`src/rtl/bcd_converter.sv`:
```
// Sequential binary-to-BCD converter (shift-and-add-3, one bit per clock) for the four-digit display.
// Optional BCD_OVERFLOW_EN adds an overflow port and shows "EEEE" for values above 9999.
module bcd_converter #(
    parameter int WIDTH = 14
) (
    input  logic             clock,
    input  logic             reset,
    input  logic             start,
    input  logic [WIDTH-1:0] value,
    output logic             busy,
    output logic             done,
    output logic [3:0]       digit_1,
    output logic [3:0]       digit_2,
    output logic [3:0]       digit_3,
    output logic [3:0]       digit_4
`ifdef BCD_OVERFLOW_EN
    ,
    output logic             overflow
`endif
);

    typedef enum logic [1:0] {IDLE, SHIFT, DONE} state_t;

    localparam logic [3:0] WIDTH_C = 4'(WIDTH);

    state_t           state_q;
    logic [WIDTH-1:0] shift_q;
    logic [WIDTH-1:0] shift_d;
    logic [15:0]      scratch_q;
    logic [15:0]      scratch_d;
    logic [15:0]      adjusted;
    logic [3:0]       cnt_q;
    logic [15:0]      digits_q;
    logic             busy_q;
    logic             done_q;
`ifdef BCD_OVERFLOW_EN
    logic             pending_q;
    logic             overflow_q;
`endif

    // One double-dabble step; the bit leaving the thousands nibble is dropped (mod 10000).
    always_comb begin
        adjusted = scratch_q;
        for (int n = 0; n < 4; n++) begin
            if (scratch_q[4*n +: 4] >= 4'd5) begin
                adjusted[4*n +: 4] = scratch_q[4*n +: 4] + 4'd3;
            end
        end
        scratch_d = {adjusted[14:0], shift_q[WIDTH-1]};
        shift_d   = shift_q << 1;
    end

    always_ff @(posedge clock) begin
        if (!reset) begin
            state_q    <= IDLE;
            shift_q    <= '0;
            scratch_q  <= '0;
            cnt_q      <= '0;
            digits_q   <= '0;
            busy_q     <= 1'b0;
            done_q     <= 1'b0;
`ifdef BCD_OVERFLOW_EN
            pending_q  <= 1'b0;
            overflow_q <= 1'b0;
`endif
        end else begin
            case (state_q)
                IDLE: begin
                    done_q <= 1'b0;
                    if (start) begin
                        shift_q   <= value;
                        scratch_q <= '0;
                        cnt_q     <= WIDTH_C;
                        busy_q    <= 1'b1;
                        state_q   <= SHIFT;
`ifdef BCD_OVERFLOW_EN
                        pending_q <= (32'(value) > 32'd9999);
`endif
                    end
                end
                SHIFT: begin
                    shift_q   <= shift_d;
                    scratch_q <= scratch_d;
                    cnt_q     <= cnt_q - 4'd1;
                    // Results load on the edge entering DONE so digits and done appear together.
                    if (cnt_q == 4'd1) begin
                        state_q <= DONE;
                        done_q  <= 1'b1;
`ifdef BCD_OVERFLOW_EN
                        if (pending_q) begin
                            digits_q   <= 16'hEEEE;
                            overflow_q <= 1'b1;
                        end else begin
                            digits_q   <= scratch_d;
                            overflow_q <= 1'b0;
                        end
`else
                        digits_q <= scratch_d;
`endif
                    end
                end
                DONE: begin
                    done_q  <= 1'b0;
                    busy_q  <= 1'b0;
                    state_q <= IDLE;
                end
                default: begin
                    done_q  <= 1'b0;
                    busy_q  <= 1'b0;
                    state_q <= IDLE;
                end
            endcase
        end
    end

    assign busy    = busy_q;
    assign done    = done_q;
    assign digit_1 = digits_q[15:12];
    assign digit_2 = digits_q[11:8];
    assign digit_3 = digits_q[7:4];
    assign digit_4 = digits_q[3:0];
`ifdef BCD_OVERFLOW_EN
    assign overflow = overflow_q;
`endif

endmodule

```
`config.mk`:
```
export PLATFORM = sky130hd
export DESIGN_NAME = bcd_converter
export DESIGN_NICKNAME = d
export VERILOG_FILES = /design/src/rtl/bcd_converter.sv
export SDC_FILE = /design/constraint.sdc
export NUM_CORES = 1
export LEC_CHECK = 0
export ABC_AREA = 0
export CAP_MARGIN = 20
export CORE_ASPECT_RATIO = 0.6
export CORE_UTILIZATION = 55
export CTS_CLUSTER_SIZE = 28
export DETAILED_ROUTE_END_ITERATION = 16
export PLACE_DENSITY_LB_ADDON = 0.1
export SLEW_MARGIN = 30
export SYNTH_ARGS = -nofsm -noshare
export SYNTH_HDL_FRONTEND = slang
export SYNTH_SLANG_ARGS = --single-unit
```
`constraint.sdc`:
```
create_clock -name clock -period 3.7 [get_ports clock]
set_clock_uncertainty 0.1 [all_clocks]
set_input_delay 0.555 -clock clock [delete_from_list [all_inputs] [get_ports clock]]
set_output_delay 0.555 -clock clock [all_outputs]
set_load 0.02 [all_outputs]
```
## Word-level counts from Yosys, hierarchy flattened

Index checks and enable logic that the tools add are counted.

- Input port bits: 17
- Memory bits (read-only): 0
- Word-level logic and storage cells: 43
- Register bits after elaboration: 54
- Memory bits (writable): 0
- Memories kept: 0
- Latch bits: 0
- Output and inout port bits: 18

- Shifts and indexed selects: 0
- Add/subtract/negate cells: 5
- Divide/modulo/power cells: 0
- $mul: 0
- Reduce and logical (&&, ||, !) cells: 7
- Multiplexer cells: 15
- Bitwise gates (word level): 1
- Order comparisons: 4
- Eq/ne operators: 4

Operator list:

| kind | count |
|---|---|
| 16-bit one-hot mux with 2 select lines | 1 |
| 14-bit one-hot mux with 2 select lines | 1 |
| 4-bit by 3-bit greater-or-equal comparator with 1-bit output, second input constant | 4 |
| 16-bit 2-to-1 mux | 1 |
| 4-bit 2-to-1 mux | 4 |
| 14-bit 2-to-1 mux | 1 |
| 4-bit by 2-bit adder with 4-bit output, second input constant | 3 |
| 2-bit AND reduction | 5 |
| 4-bit one-hot mux with 2 select lines | 1 |
| 4-bit by 1-bit equality test with 1-bit output, second input constant | 1 |
| 2-bit 2-to-1 mux | 2 |
| 2-bit != test, second input constant | 2 |
| 2-bit one-hot mux with 2 select lines | 1 |
| 4-bit by 1-bit subtractor with 4-bit output, second input constant | 1 |
| 3-bit by 2-bit adder with 3-bit output, second input constant | 1 |
| 3-bit 2-to-1 mux | 1 |
| 2-bit by 1-bit equality test with 1-bit output, second input constant | 1 |
| 2-bit zero test | 1 |
| 1-bit one-hot mux with 2 select lines | 1 |
| 2-bit nonzero test | 1 |
| 1-bit 2-to-1 mux | 1 |
| 1-bit inverter | 1 |

## Longest topological paths before layout

- Depth after elaboration: 3
- Gate-level depth with buffers: 8

## Worst setup path after synthesis

No wires, ideal clock.

- Path type: register -> register
- From: register scratch_q[4]
- To: register digits_q[6]
- Stages on the path, launching flop included: 7
- Arrival time: 1393 ps
- Buffers on the path: 0
- Data required time: 3525 ps
- Path slack: 2132 ps
- Clock period less this slack: 1568 ps
- Cells stage by stage: dfxtp_1 -> inv_1 -> ha_1 -> nand2b_1 -> a21oi_1 -> mux2_2 -> o22ai_1

- Word-level cells in the longest chain between the ends: 2

Ends and longest elaborated chain:

| what | line | source |
|---|---|---|
| from (decl) | 29 | `logic [15:0] scratch_q;` |
| from (signal assigned) | 83 | `scratch_q <= scratch_d;` |
| 4-bit by 2-bit adder with 4-bit output or 4-bit by 3-bit greater-or-equal comparator with 1-bit output (tied branches) | 46, 45 |  |
| 4-bit 2-to-1 mux (*) | 45 | `if (scratch_q[4*n +: 4] >= 4'd5) begin` |
| to (signal assigned) | 98 | `digits_q <= scratch_d;` |
| to (decl) | 33 | `logic [15:0] digits_q;` |

Mark *: on every way between the ends. The rest lies on a longest branch, timed or not.
A chain may end at the register's enable or synchronous reset.

## Worst setup path in the final report

- From: input start
- To: register scratch_q[7]

- Word-level cells in the longest chain between the ends: 2

Ends and longest elaborated chain:

| what | line | source |
|---|---|---|
| from (decl) | 8 | `input logic start,` |
| 2-bit != test (no line) | -- |  |
| 2-bit AND reduction (no line) | -- |  |

Every way passes these cells.

==> results.json <==
{
  "clock.fmax_ghz": 0.427,
  "wl_met3_um": 275,
  "grt_pass1_wl_mm": 8.83,
  "top_layer": "met4",
  "rr_worst_depth": 4,
  "cellLeakagePower_nw": 1.01,
  "antenna_found_initial": 0,
  "die-area_mm2": 0.00466,
  "p_comb_frac": 0.101,
  "cp_max_fo": 22,
  "powerDensity_mw_per_mm2": 371,
  "synth_compound_area_frac": 0.238,
  "synth_edf_count": 0,
  "hold_viol_final": 0,
  "dp_hpwl_mm": 3.79,
  "tightestPinTransition_ns": 0.653,
  "synth_simple_gate_area_frac": 0.159,
  "synth_top_flop_cell": "dfxtp_1",
  "seq_area_frac_synth": 0.449,
  "initial_core_util": 0.582,
  "hold_slack_ns": 0.369,
  "core_area_mm2": 0.00414,
  "seqPwrFrac": 0.592,
  "intPower_w": 0.000795,
  "worstPathArrival_ns": 2.44,
  "place.gp.congestion": 0.787,
  "cts_hold_buffers": 0,
  "synthMostInstantiatedCell": "dfxtp_1",
  "syn_avg_cell_area_um2": 8.70,
  "fin_crit_sh": 0.633,
  "status": "complete, no violations",
  "nNetsFinal": 331,
  "die_h_um": 53.3,
  "synth_nets": 304,
  "place_area_mm2": 0.00274,
  "synth_top_cell_area_share": 0.449,
  "synth_cell_type_count": 37,
  "grt_max_degree": 25,
  "antenna_left": 0,
  "cts_resized": 0,
  "yosysWarnings": 0,
  "tns_ns": 0,
  "clockBufferDepth": 2,
  "multi_input_area_mm2": 0.00117,
  "wirelength_mm": 5.30,
  "max_slew_margin": 0.563,
  "regArea_mm2": 0.00108,
  "synthTopCellsByCount": "54 x dfxtp_1, 33 x nand2_1, 29 x o21ai_0, 26 x a21oi_1",
  "cp-start-kind": "primary input",
  "grt_usage": 0.258,
  "synth_top_family_by_area": "compound AO/OA/AOI/OAI gates",
  "drv_cap": 0,
  "startpoint": "start",
  "drive_gt1_frac": 0.0594,
  "cts-root-buf": "clkbuf_8",
  "area_growth_pct": 17.1,
  "cp-endpoint": "scratch_q[7]",
  "finalSetupViolCount": 0,
  "pwr-share-clk": 0.307,
  "finalInstanceArea_mm2": 0.00282,
  "synth_xor_area_frac": 0.0145,
  "power.switching_w": 0.000253,
  "fillCellCount": 357,
  "synthAdderAreaFrac": 0.0519,
  "criticalPathCategory": "primary input to flip-flop",
  "rr_endpoint": "digits_q[5]",
  "cts.reportedPaths.clkPinSlew_ns": 0.09,
  "synth.area.top_cells": "dfxtp_1 45%, o21ai_0 6.0%, a21oi_1 5.4%",
  "die_w_um": 87.5,
  "worstPathRequired_ns": 3.80,
  "rows": 18,
  "clkSinkCount": 54,
  "drt-initial-drc-count": 148,
  "wl_per_cell_um": 14.6,
  "syn_area_mm2": 0.00241,
  "drt-pass1-iter-count": 4,
  "finalNonFillerCells": 363,
  "irDropWorstVdd_uv": 214,
  "cts_tree": "yes",
  "port_buffers": 34,
  "r2r_start": "state_q[0]",
  "met1_length_mm": 2.77,
  "dp_cells": 357,
  "grt_pass1_vias": 1829,
  "synthArstFlopShare": 0,
  "cp-end-kind": "flip-flop",
  "synth_mux_area_frac": 0.0228,
  "hold_class": "flip-flop to flip-flop",
  "drc": 0,
  "clk_latency_ns": 0.30,
  "fin_crit_ns": 2.34,
  "numCtsBuffers": 5,
  "rsz0062_at_grt": "false",
  "ioPinCount": 35,
  "h-tree-depth": 2,
  "gr-total-overflow": 0,
  "ys_seq_elements": 54,
  "num_vias": 2041,
  "wl_met2_mm": 2.25,
  "switching_share": 0.241,
  "post_cts_buffers": 0,
  "viasPerCell": 5.62,
  "synthCells": 277,
  "synth_top_area_cell": "dfxtp_1",
  "maxSlewViolCount": 0,
  "antennaDiodeCount": 0,
  "r2r_slack_ns": 1.70
}
worst min path at each step:
stage / start / to / slack, ns / cells past startpoint
global placement: shift_q[8] / shift_q[8] / 0.34 / 2
global route: digits_q[10] / digits_q[10] / 0.39 / 2
finish: shift_q[7] / shift_q[7] / 0.37 / 2
CTS: shift_q[4] / shift_q[4] / 0.37 / 2
floorplan: shift_q[11] / shift_q[11] / 0.32 / 2
detailed placement: shift_q[4] / shift_q[4] / 0.35 / 2
critical path: stages:
cell and delay, ns:
clkdlybuf4s50_1 0.89, o21bai_1 0.21, nand2_1 0.38, o31ai_1 0.16, a32o_1 0.24
final cells by class:
type | instances | share of cell area
flip-flops and latches | 54 | 0.383
multi-input cells | 192 | 0.415
repair buffers | 36 | 0.126
clock buffers | 6 | 0.0293
well taps | 60 | 0.0266
inverters | 15 | 0.0199
flip-flops by register name, summed over array words and instances, names as in the netlist:
register and flops:
busy 1, cnt_q 4, digits_q 16, done 1
scratch_q 16, shift_q 14, state_q 2
kinds of logic after synthesis:
| group | count (synthesis) |
|---|---|
| AOI/OAI and AO/OA | 95 |
| and+or+nand+nor | 78 |
| DFF | 54 |
| buffers and inverters | 31 |
| adders and majority gates | 10 |
| muxes | 5 |
| xor gates and xnor gates | 4 |
power by group through the flow:
stage | combinational [W] | clock, W | sequential [W]
6_report | 0.000106 | 0.000322 | 0.000621
3_3_place_gp | 0.000103 | 0 | 0.000634
4_1_cts | 0.000105 | 0.000323 | 0.000620
3_5_place_dp | 0.000105 | 0 | 0.000634
2_1_floorplan | 0.0000704 | 0 | 0.000629
5_1_grt | 0.000119 | 0.000350 | 0.000624
per-stage QoR:
step,utilization,power [W],setup WS [ns]
after global routing,0.681,0.00109,1.22
final,0.681,0.00105,1.36
after global placement,0.661,0.000736,1.17
after floorplan,-,0.000700,2.13
after detailed placement,0.661,0.000739,1.10
after CTS,0.681,0.00105,1.39
layer usage:
metal / vias up / track usage
li1: 1032 / -
met1: 953 / 0.372
met2: 53 / 0.387
met3: 3 / 0.0593
met4: 0 / 0.0628
met5: - / 0
layout by cell type, fill, tap and decap left out, drive strengths merged:
| cell type | instances |
|---|---|
| a211oi | 4 |
| o31ai | 4 |
| mux2i | 1 |
| and2 | 3 |
| a22oi | 2 |
| nand2 | 34 |
| a311oi | 1 |
| nand3 | 2 |
| nor2b | 2 |
| o21ai | 29 |
| a22o | 1 |
| o21bai | 1 |
| mux2 | 4 |
| o22ai | 17 |
| xnor2 | 4 |
| a21oi | 26 |
| ha | 10 |
| a32o | 4 |
| nor2 | 19 |
| nor3 | 1 |
| clkdlybuf4s50 | 34 |
| buf | 2 |
| nand2b | 4 |
| a221oi | 2 |
| dfxtp | 54 |
| inv | 15 |
| clkbuf | 6 |
| and3 | 6 |
| o221ai | 4 |
| nor3b | 7 |
No activity file was read; power rests on OpenSTA's default activity.
==> patch 1: new RTL, same settings <==
`WIDTH`: 14 -> 10.
--- a/src/rtl/bcd_converter.sv
+++ b/src/rtl/bcd_converter.sv
@@ -2,5 +2,5 @@
 // Optional BCD_OVERFLOW_EN adds an overflow port and shows "EEEE" for values above 9999.
 module bcd_converter #(
-    parameter int WIDTH = 14
+    parameter int WIDTH = 10
 ) (
     input  logic             clock,
Interface: changed (resized value); port bits go from 35 to 31. No check against the original RTL was run, so the function may have changed too.
==> patch 1 against the unedited design <==
The flow now finishes with violations (design-rule violations); worst setup slack better by 110 ps; power is 3.1% lower; combinational power grew 6%; synthesized area decreased by 7.5%; clock power is 2% higher; sequential cell count shrank 4; design area down 6.9%; routed wire length is 3.5% lower; maximum frequency is 5.1% higher; critical endpoint unchanged.
==> patch 1: results (changes against the unedited design) <==
Logic synthesis
  – Cell count after synthesis: 248 (-10%)
  – Register area share after synthesis: 44.89% (about the same)
  – Syn Nets: 271 (-11%)
  – Yosys cell types: 34 (-8.1%)
  – Synth area leaders: dfxtp_1 45%, a21oi_1 5.6%, ha_1 5.6%
  – Synth cell count leaders: 50 x dfxtp_1, 25 x a21oi_1, 22 x nand2_1

Global route
  – First-pass GRT wire length: 8590 um (-2.7%)
  – Vias in the first global route: 1776 (-2.9%)
  – Gr usage total: 26.29% (+0.51 points)
  – Largest net degree at the start of global routing: 24 (-4.0%)

Power
  – Static leakage: 0.9451 nW (-6.8%)
  – Pint: 0.0007587 W (-4.6%)
  – Peak supply drop: 0.3278 mV (+53%)

Drt
  – Residual DRC: 4 (+4)
  – Met1 wire length: 2698 um (-2.5%)
  – Iter 0 DRT Violations: 139 (-6.1%)
  – DRT Wirelength: 5120 um (-3.5%)
  – Vias per cell: 5.941 (+5.7%)
  – Met2 WL: 2133 um (-5.1%)
  – Highest metal used: met4
  – DR WL/cell: 15.85 um (+8.5%)
  – Wire length on met3: 244 um (-11%)
  – Pre-antenna DRT Iters: 10 (+6)

Finish
  – Layout cells sized above 1: 7.971% (+2.0 points)
  – Diode count: 0 (unchanged)
  – FILL cells: 298 (-17%)
  – Biggest regs: digits_q (16), scratch_q (16), shift_q (10)
  – Final #Nets: 298 (-10%)

Placed design
  – Post-DP HPWL: 3528 um (-6.8%)
  – Post-Place Setup Slack: 1153 ps (+52.07 ps)
  – Gp weighted congestion: 0.8056 (+2.4%)
  – IO buf count: 30 (-12%)
  – Placed Cells: 315 (-12%)

Clock network
  – Skew-Pair Late Insertion Delay: around 310 ps

Worst hold path
  – Hold crit path type: flip-flop to flip-flop

Status
  – Failing checks: design-rule violations
  – Outcome: finished, violations left

Setup path
  – Arrival @ worst endpoint: 2330 ps (-110 ps)
  – CP max FO: 20 (-9.1%)
  – Max stage delay on crit path: 860 ps (-30 ps)
  – CP top delay family: buffers and inverters

STA
  – Slew headroom: 59.53% (+3.2 points)
-- patch 1: final timing paths --
kind                            cells past startpoint                        end                      from  slack (ps)
worst max-delay path                                5  scratch_q[7]$_SDFFE_PN0P_                     start        1470
worst min-delay path                                2   digits_q[2]$_SDFFE_PN0P_  digits_q[2]$_SDFFE_PN0P_         380
worst max register to register                      5  digits_q[15]$_SDFFE_PN0P_   state_q[0]$_SDFFE_PN0P_        1610
worst min register to register                      2   digits_q[2]$_SDFFE_PN0P_  digits_q[2]$_SDFFE_PN0P_         380
-- patch 1: final cells by class --
| class | count | area, sq um | area share [%] |
|---|---|---|---|
| multi-input cells | 170 | 1099 | 41.79 |
| clock inverters | 1 | 5.005 | 0.1904 |
| clock buffers | 7 | 86.33 | 3.284 |
| repair buffers | 33 | 322.8 | 12.28 |
| inverters | 15 | 56.30 | 2.142 |
| flip-flops and latches | 50 | 1001 | 38.08 |
| well taps | 47 | 58.81 | 2.237 |
-- patch 1: cell families (layout without fill, tap and decap cells) --
group	after synthesis	in the layout	share of synthesized area [%]
adder cells (fa/ha/maj)	10	10	5.612
AO/OA/AOI/OAI	88	88	25.93
AND/OR/NAND/NOR	62	62	13.19
buffers and inverters	28	56	5.835
flip-flops	50	50	44.89
multiplexers	6	6	2.974
XOR/XNOR	4	4	1.571
-- patch 1: power by group through the flow --
stage / clock network [W] / registers (W) / logic (W)
2_1_floorplan: 0 / 0.000586 / 0.0000734
3_3_place_gp: 0 / 0.000588 / 0.000109
3_5_place_dp: 0 / 0.000589 / 0.000111
4_1_cts: 0.000333 / 0.000576 / 0.000112
5_1_grt: 0.000353 / 0.000580 / 0.000126
6_report: 0.000327 / 0.000577 / 0.000112
-- patch 1: worst min-delay path, stage by stage (launching register included) --
cell     delay (ps)
dfxtp_1         320
nand2_1          50
o22ai_1          60
-- patch 1: routing by layer --
layer	vias up	track usage, %
met5	-	0
met4	0	9.770
met3	4	5.493
met2	51	38.93
met1	910	37.66
li1	954	-
-- patch 1: stage by stage --
stage,instance area [sq um],total power (W),hold slack [ps],utilization [%]
detailed placement,2537,0.0007001,346.9,67.40
global route,2629,0.001059,386.1,69.82
global placement,2537,0.0006971,341.1,67.40
floorplan,2230,0.0006599,332.6,-
CTS,2629,0.001021,372.5,69.82
finish,2629,0.001016,375.7,69.82
==> patch 2: new RTL, same flow settings <==
Without the edit above. Register the input `start` before use, cleared by the reset. The logic sees it one clock later. The other inputs are not delayed to match.
--- a/src/rtl/bcd_converter.sv
+++ b/src/rtl/bcd_converter.sv
@@ -23,4 +23,14 @@
 
     localparam logic [3:0] WIDTH_C = 4'(WIDTH);
+
+    logic start_q;
+
+    always_ff @(posedge clock) begin
+        if (!reset) begin
+            start_q <= '0;
+        end else begin
+            start_q <= start;
+        end
+    end
 
     state_t           state_q;
@@ -68,5 +78,5 @@
                 IDLE: begin
                     done_q <= 1'b0;
-                    if (start) begin
+                    if (start_q) begin
                         shift_q   <= value;
                         scratch_q <= '0;
Formal check against the unedited RTL: not equivalent (Yosys sat finds a counterexample within 4 cycles, from zero or initial values and one cycle with reset low).
==> patch 2 against the unedited design <==
Critical path depth shrank 1; synthesized area grew 0.57%; routed wire length up 1.8%; die area increased by 0.56%; worst setup slack got worse by 32 ps; design area grew 1.9%; combinational power fell by 6%; final cell count is 1.1% higher; sequential cell count up 1; power rose by 9.8%.
==> patch 2: results (changes against the unedited design) <==
Placed design
  – Placed Cells: 359 (+0.56%)
  – Gp weighted congestion: 0.7888 (+0.27%)
  – Post-Place Setup Slack: 1049 ps (-51.49 ps)
  – Post-DP HPWL: 3766 um (-0.53%)

Global route
  – Met3 Resource Use GR: 5.460% (-0.47 points)
  – Met1 usage: 37.90% (+0.67 points)
  – First-pass GRT wire length: 8901 um (+0.78%)
  – Gr usage total: 25.48% (-0.30 points)
  – GRT met2 Usage: 36.30% (-2.4 points)
  – Largest net degree at the start of global routing: 25 (unchanged)

Finish
  – Finished Layout Cells: 367 (+1.1%)
  – Final #Nets: 333 (+0.60%)
  – Layout cells sized above 1: 6.189% (+0.25 points)

Logic synthesis
  – Compound-Gate Fraction of Synth Area: 23.70% (-0.14 points)
  – Synth cell count leaders: 55 x dfxtp_1, 33 x nand2_1, 30 x o21ai_0
  – Synthesized area per cell: 8.687 sq um (-0.15%)
  – Post-synthesis adder-cell area fraction: 5.163% (-0.029 points)
  – Yosys cell types: 37 (unchanged)
  – Multiplexer area fraction after synthesis: 2.685% (+0.40 points)
  – Synth Area in XOR/XNOR: 1.446% (-0.0083 points)
  – Syn Nets: 306 (+0.66%)
  – Register area share after synthesis: 45.43% (+0.57 points)
  – Synth area leaders: dfxtp_1 45%, o21ai_0 6.2%, ha_1 5.2%

Status
  – Outcome: completed

Drt
  – Met1 wire length: 2902 um (+4.8%)
  – Met2 WL: 2179 um (-3.1%)
  – Wire length on met3: 273 um (-0.73%)
  – DRT Wirelength: 5399 um (+1.8%)
  – Iter 0 DRT Violations: 85 (-43%)
  – Vias: 2072 (+1.5%)

Power
  – Static leakage: 1.025 nW (+1.1%)
  – Peak supply drop: 0.1881 mV (-12%)
  – Clock power share: 36.2% (+5.5 points)
  – Switching Fraction: 23.80% (-0.34 points)
  – Comb power frac: 8.7% (-1.4 points)
  – Sequential cell power: 0.000634 W (+2%)

Setup path
  – Arrival @ worst endpoint: 2530 ps (+90 ps)
  – R2R setup slack: 1640 ps (-60 ps)
  – CP startpoint: reset
  – Critical R2R Capture: scratch_q[7]$_SDFFE_PN0P_
  – CP max FO: 19 (-14%)

STA
  – Slew headroom: 55.19% (-1.1 points)
  – Period utilisation layout: 64.20% (+0.87 points)
  – Final hold slack: 369.2 ps (-0.2580 ps)

Clock network
  – Hold-fix buffers, CTS: 0 (unchanged)
  – Post-CTS Setup Repair Bufs: 0 (unchanged)
  – CTS Buf Count: 5 (unchanged)

Worst hold path
  – Hold EP: digits_q[10]$_SDFFE_PN0P_
  – Worst Hold Launch: digits_q[10]$_SDFFE_PN0P_
==> patch 2: changes by cell type after synthesis, sizes merged, moves of 2 or more <==
cell    delta
nor2       +4
a21oi      -2
a22oi      +2
and3       -2
clkbuf     -2
==> patch 2: area by class of cell <==
cell class                      instances  area [sq um]
Timing Repair Buffer                   35         347.8
Inverter                               15         56.30
Fill cell                             341          1291
Sequential cell                        55          1101
Clock inverter                          2         35.03
Tap cell                               60         75.07
Multi-Input combinational cell        194          1177
Clock buffer                            6         82.58
==> patch 2: critical path: stages <==
cell and delay (ps):
clkdlybuf4s50_1 900, nand2_1 500, o31ai_1 380, a32o_1 180
==> patch 2: per-stage QoR <==
stage	util [%]	area (sq um)
6_report	69.01	2875
5_1_grt	69.01	2875
4_1_cts	69.01	2875
3_5_place_dp	66.19	2758
3_3_place_gp	66.19	2758
2_1_floorplan	-	2424
